$ cat src/rtl/alu32_result_stage.sv
// Registered output stage behind the ALU result mux: captures result plus N/Z/C/V flags
// and presents them over valid/ready through a two-entry skid buffer with a registered in_ready.
module alu32_result_stage #(
  parameter int WIDTH = 32
) (
  input  logic             clk,
  input  logic             reset,
  input  logic             in_valid,
  output logic             in_ready,
  input  logic [WIDTH-1:0] y,
  input  logic [2:0]       sel,
  input  logic             carry_in,
  input  logic             ovf_in,
  output logic             out_valid,
  input  logic             out_ready,
  output logic [WIDTH-1:0] result,
  output logic [3:0]       flags,
  output logic [1:0]       count
);

  localparam logic [1:0] ST_EMPTY = 2'd0;
  localparam logic [1:0] ST_ONE   = 2'd1;
  localparam logic [1:0] ST_FULL  = 2'd2;

  // Carry and overflow are meaningful only for the arithmetic selects (sel[2:1] == 2'b11).
  function automatic logic [3:0] calc_flags(input logic [WIDTH-1:0] d, input logic [1:0] s_hi,
                                            input logic c, input logic v);
    logic arith;
    arith = (s_hi == 2'b11);
    calc_flags = {d[WIDTH-1], (d == {WIDTH{1'b0}}), arith & c, arith & v};
  endfunction

  logic [1:0]       count_q, count_d;
  logic             in_ready_q, in_ready_d;
  logic             out_valid_q, out_valid_d;
  logic [WIDTH-1:0] main_data_q, main_data_d;
  logic [3:0]       main_flags_q, main_flags_d;
  logic [WIDTH-1:0] skid_data_q, skid_data_d;
  logic [3:0]       skid_flags_q, skid_flags_d;
  logic             accept_s, pop_s;
  logic [3:0]       new_flags_s;

  assign accept_s    = in_valid & in_ready_q;
  assign pop_s       = out_valid_q & out_ready;
  assign new_flags_s = calc_flags(y, sel[2:1], carry_in, ovf_in);

  // Occupancy state machine and storage next-state selection.
  always_comb begin
    count_d      = count_q;
    main_data_d  = main_data_q;
    main_flags_d = main_flags_q;
    skid_data_d  = skid_data_q;
    skid_flags_d = skid_flags_q;
    case (count_q)
      ST_EMPTY: begin
        if (accept_s) begin
          main_data_d  = y;
          main_flags_d = new_flags_s;
          count_d      = ST_ONE;
        end else begin
          count_d = ST_EMPTY;
        end
      end
      ST_ONE: begin
        if (accept_s && !pop_s) begin
          skid_data_d  = y;
          skid_flags_d = new_flags_s;
          count_d      = ST_FULL;
        end else if (accept_s && pop_s) begin
          main_data_d  = y;
          main_flags_d = new_flags_s;
          count_d      = ST_ONE;
        end else if (pop_s) begin
          count_d = ST_EMPTY;
        end else begin
          count_d = ST_ONE;
        end
      end
      ST_FULL: begin
        if (pop_s) begin
          main_data_d  = skid_data_q;
          main_flags_d = skid_flags_q;
          count_d      = ST_ONE;
        end else begin
          count_d = ST_FULL;
        end
      end
      default: begin
        count_d = ST_EMPTY;
      end
    endcase
    in_ready_d  = (count_d != ST_FULL);
    out_valid_d = (count_d != ST_EMPTY);
  end

  // State and storage registers; reset drops both entries.
  always_ff @(posedge clk) begin
    if (reset) begin
      count_q      <= ST_EMPTY;
      in_ready_q   <= 1'b1;
      out_valid_q  <= 1'b0;
      main_data_q  <= {WIDTH{1'b0}};
      main_flags_q <= 4'b0000;
      skid_data_q  <= {WIDTH{1'b0}};
      skid_flags_q <= 4'b0000;
    end else begin
      count_q      <= count_d;
      in_ready_q   <= in_ready_d;
      out_valid_q  <= out_valid_d;
      main_data_q  <= main_data_d;
      main_flags_q <= main_flags_d;
      skid_data_q  <= skid_data_d;
      skid_flags_q <= skid_flags_d;
    end
  end

  assign in_ready  = in_ready_q;
  assign out_valid = out_valid_q;
  assign result    = main_data_q;
  assign flags     = main_flags_q;
  assign count     = count_q;

endmodule

$ cat config.mk
export PLATFORM = sky130hd
export DESIGN_NAME = alu32_result_stage
export DESIGN_NICKNAME = d
export VERILOG_FILES = /design/src/rtl/alu32_result_stage.sv
export SDC_FILE = /design/constraint.sdc
export NUM_CORES = 1
export LEC_CHECK = 0
export CORE_AREA = 3 3 86 88
export DETAILED_ROUTE_END_ITERATION = 6
export DIE_AREA = 0 0 89 91
export PLACE_DENSITY = 0.78
export SLEW_MARGIN = 20
export SYNTH_ARGS = -nofsm -noshare
export SYNTH_HDL_FRONTEND = slang
export SYNTH_SLANG_ARGS = --single-unit
$ cat constraint.sdc
create_clock -name clk -period 1.7 [get_ports clk]
set_input_delay 0.34 -clock clk [delete_from_list [all_inputs] [get_ports clk]]
set_output_delay 0.34 -clock clk [all_outputs]
set_load 0.03 [all_outputs]
==> results.py <==
metrics = {
    "status": {
        "status": "finished clean",
    },
    "synthesis": {
        "synthesis.area_um2": 3269,
        "synthSimpleGateAreaFrac_pct": 25.76,
        "synth_top_cells_by_count": "nand2_1, dfxtp_1, a21oi_1",
        "muxShareOfSynthArea_pct": 0,
        "synthArstFlopShare_pct": 0,
        "synth_top_area_cell": "dfxtp_1",
        "netlist_instances": 385,
        "syn-num-nets": 426,
        "syn_area_per_cell_um2": 8.492,
        "synth_most_common_cell": "nand2_1",
        "synth_edf_count": 0,
        "synth.distinct_cells": 32,
        "synth_compound_area_share_pct": 22.81,
        "ys_seq_area_share_pct": 45.31,
        "synth_top_area_share_pct": 45.31,
        "synth_top_family_by_area": "simple AND/OR/NAND/NOR gates",
        "synthFlopType": "dfxtp_1",
        "synth-adder-area-share_pct": 0,
        "ys_ff_latch": 74,
        "synthTopCellsByArea": "dfxtp_1, nand2_1, a311oi_2, a21oi_1, nor3_1",
        "synth-xor-area-share_pct": 0,
        "yosysWarnings": 0,
    },
    "timing": {
        "finalMaxSlewViolations": 0,
        "finalCriticalPeriod_ns": 1.594,
        "whs_ns": 0.4338,
        "grt_setup_unrepaired": "false",
        "max_clock_freq_mhz": 627.3,
        "setup_ws_ns": 0.1057,
        "slew_headroom_pct": 71.54,
        "fin_crit_sh_pct": 93.78,
        "worst_pin_slew_ns": 0.4269,
        "fin_skew_ns": 0.008405,
        "fin_setup_tns_ns": 0,
        "hold_viol_final": 0,
        "setup_viol": 0,
    },
    "cells_and_area": {
        "drive_gt1_share_pct": 19.63,
        "final_core_util_pct": 68.06,
        "fin_cells": 564,
        "finalInstanceArea_um2": 4573,
        "fin_nets": 520,
        "antenna_cells": 0,
        "area.growth.synth_to_final_pct": 39.88,
    },
    "clock_network": {
        "root_buffer": "clkbuf_8",
        "post_cts_buffers": 0,
        "cts_made_buffers": 9,
        "cts_htree_levels": 3,
        "clkTransAtPathRegs_ns": 0.08,
        "tritoncts": "done",
        "cts_sinks": 74,
        "clk_latency_ns": 0.34,
        "cts_buffer_depth": 2,
    },
    "floorplanning": {
        "placementRows": 30,
        "die_h_um": 91,
        "core-area_um2": 6719,
        "start_util_pct": 48.66,
        "die-area_um2": 8099,
        "io_pins": 81,
        "die_x_um": 89,
    },
    "job": {
        "cap_violations": 0,
    },
    "worst_setup_path": {
        "required_ns": 1.94,
        "critical_path_class": "in2reg",
        "critPathCaptureType": "register",
        "crit_family": "buffers and inverters",
        "cp_slowest_stage_delay_ns": 0.44,
        "start_kind": "primary input",
        "path_buf_inv": 2,
        "r2r_slack_ns": 0.15,
        "worstPathMaxFanout": 14,
        "crit_chain": "clkdlybuf4s50_1, nand3b_1, a21oi_4, or2_2, buf_12, a311oi_1",
        "worstPathArrival_ns": 1.83,
        "slowest_stage": "clkdlybuf4s50_1",
    },
    "grt": {
        "overflow": 0,
        "grt_pass1_wl_um": 14320,
        "grt_max_degree": 37,
        "antenna_found_initial": 0,
        "track_usage_pct": 22.49,
        "grt_pass1_vias": 3072,
    },
    "place": {
        "port_buffers": 79,
        "pre_cts_slack_ns": -0.2414,
        "dpl_cell_area_um2": 4303,
        "hpwl_um": 5948,
        "dp.cells": 548,
        "routabilityCongestion": 0.8816,
    },
    "drt": {
        "drc_errors": 0,
        "wirelength_um": 8987,
        "firstDrtPassIters": 5,
        "ant_nets": 0,
        "drt-initial-drc-count": 172,
        "wl_per_cell_um": 15.93,
        "via_count": 3176,
        "routed_via_density": 5.631,
    },
    "power": {
        "switching_power_mw": 1.445,
        "p_leak_nw": 1.893,
        "p_per_area_nw_per_um2": 1096,
        "swShare_pct": 28.83,
        "p_comb_share_pct": 24.8,
        "clkPwrFrac_pct": 35.7,
        "seqPwrFrac_pct": 39.5,
        "power_mw": 5.012,
        "p_int_mw": 3.567,
        "peakVddDrop_mv": 0.5265,
    },
    "worst_hold_path": {
        "hp-class": "in2reg",
    },
}
## area by class of cell
cell class              count  area [um2]
clock buffers              11       141.4
clock inverters             5       125.1
fillers                   567        2146
inverters                   2       7.507
multi-input cells         274        1604
flip-flops and latches     74        1484
well taps                  80       100.1
repair buffers            118        1111
## metal layers
| metal | part of all wire, % | global-route usage (%) | wire, um | vias to the layer above |
|---|---|---|---|---|
| met2 | 52 | 38.86 | 4682 | 104 |
| met5 | 0 | 0 | 0 | - |
| met3 | 5.0 | 3.448 | 451 | 17 |
| met4 | 2.0 | 10.42 | 182 | 0 |
| li1 | - | - | - | 1543 |
| met1 | 41 | 26.73 | 3669 | 1512 |
## worst paths after layout
kind / start / end / depth (start not counted)
worst max-delay path: in_valid / result[25]$_SDFFE_PP0P_ / 6
worst min-delay path: reset / skid_data_q[4]$_SDFFE_PP0N_ / 2
worst max register to register: count[0]$_SDFF_PP0_ / result[25]$_SDFFE_PP0P_ / 5
worst min register to register: skid_data_q[19]$_SDFFE_PP0N_ / skid_data_q[19]$_SDFFE_PP0N_ / 2
## state kept, by name (all words and copies together) (netlist names)
signal and cells:
skid_flags_q 3, out_valid 1, skid_data_q 32, result 32, flags 3, count 2, in_ready 1
## logic make-up after synthesis
group,Yosys count
AO/OA/AOI/OAI,79
buffers and inverters,37
flip-flops,74
AND/OR/NAND/NOR,195
## power by group through the flow
| stage | sequential [mW] | clock, mW | combinational (mW) |
|---|---|---|---|
| after floorplan | 2.24 | 0 | 0.550 |
| after global placement | 2.01 | 0 | 1.27 |
| after detailed placement | 2.02 | 0 | 1.30 |
| after CTS | 1.98 | 1.81 | 1.25 |
| after global routing | 1.99 | 1.87 | 1.33 |
| final | 1.98 | 1.79 | 1.24 |
## layout by cell type, fill, tap and decap left out, types with 7 or more instances in the layout
cell / instances
dlymetal6s2s_1: 11
clkbuf_8: 10
dfxtp_1: 72
clkdlybuf4s50_1: 38
a311oi_2: 30
nor4_1: 7
buf_4: 35
a21oi_1: 36
nor3_1: 34
nand2_1: 135
dlygate4sd2_1: 29
## repair_timing
item	in CTS	in global routing
pin swaps	0	0
resized for setup	29	15
endpoints found under the setup margin	29	16
hold buffers	0	0
(Power assumes the default switching activity.)
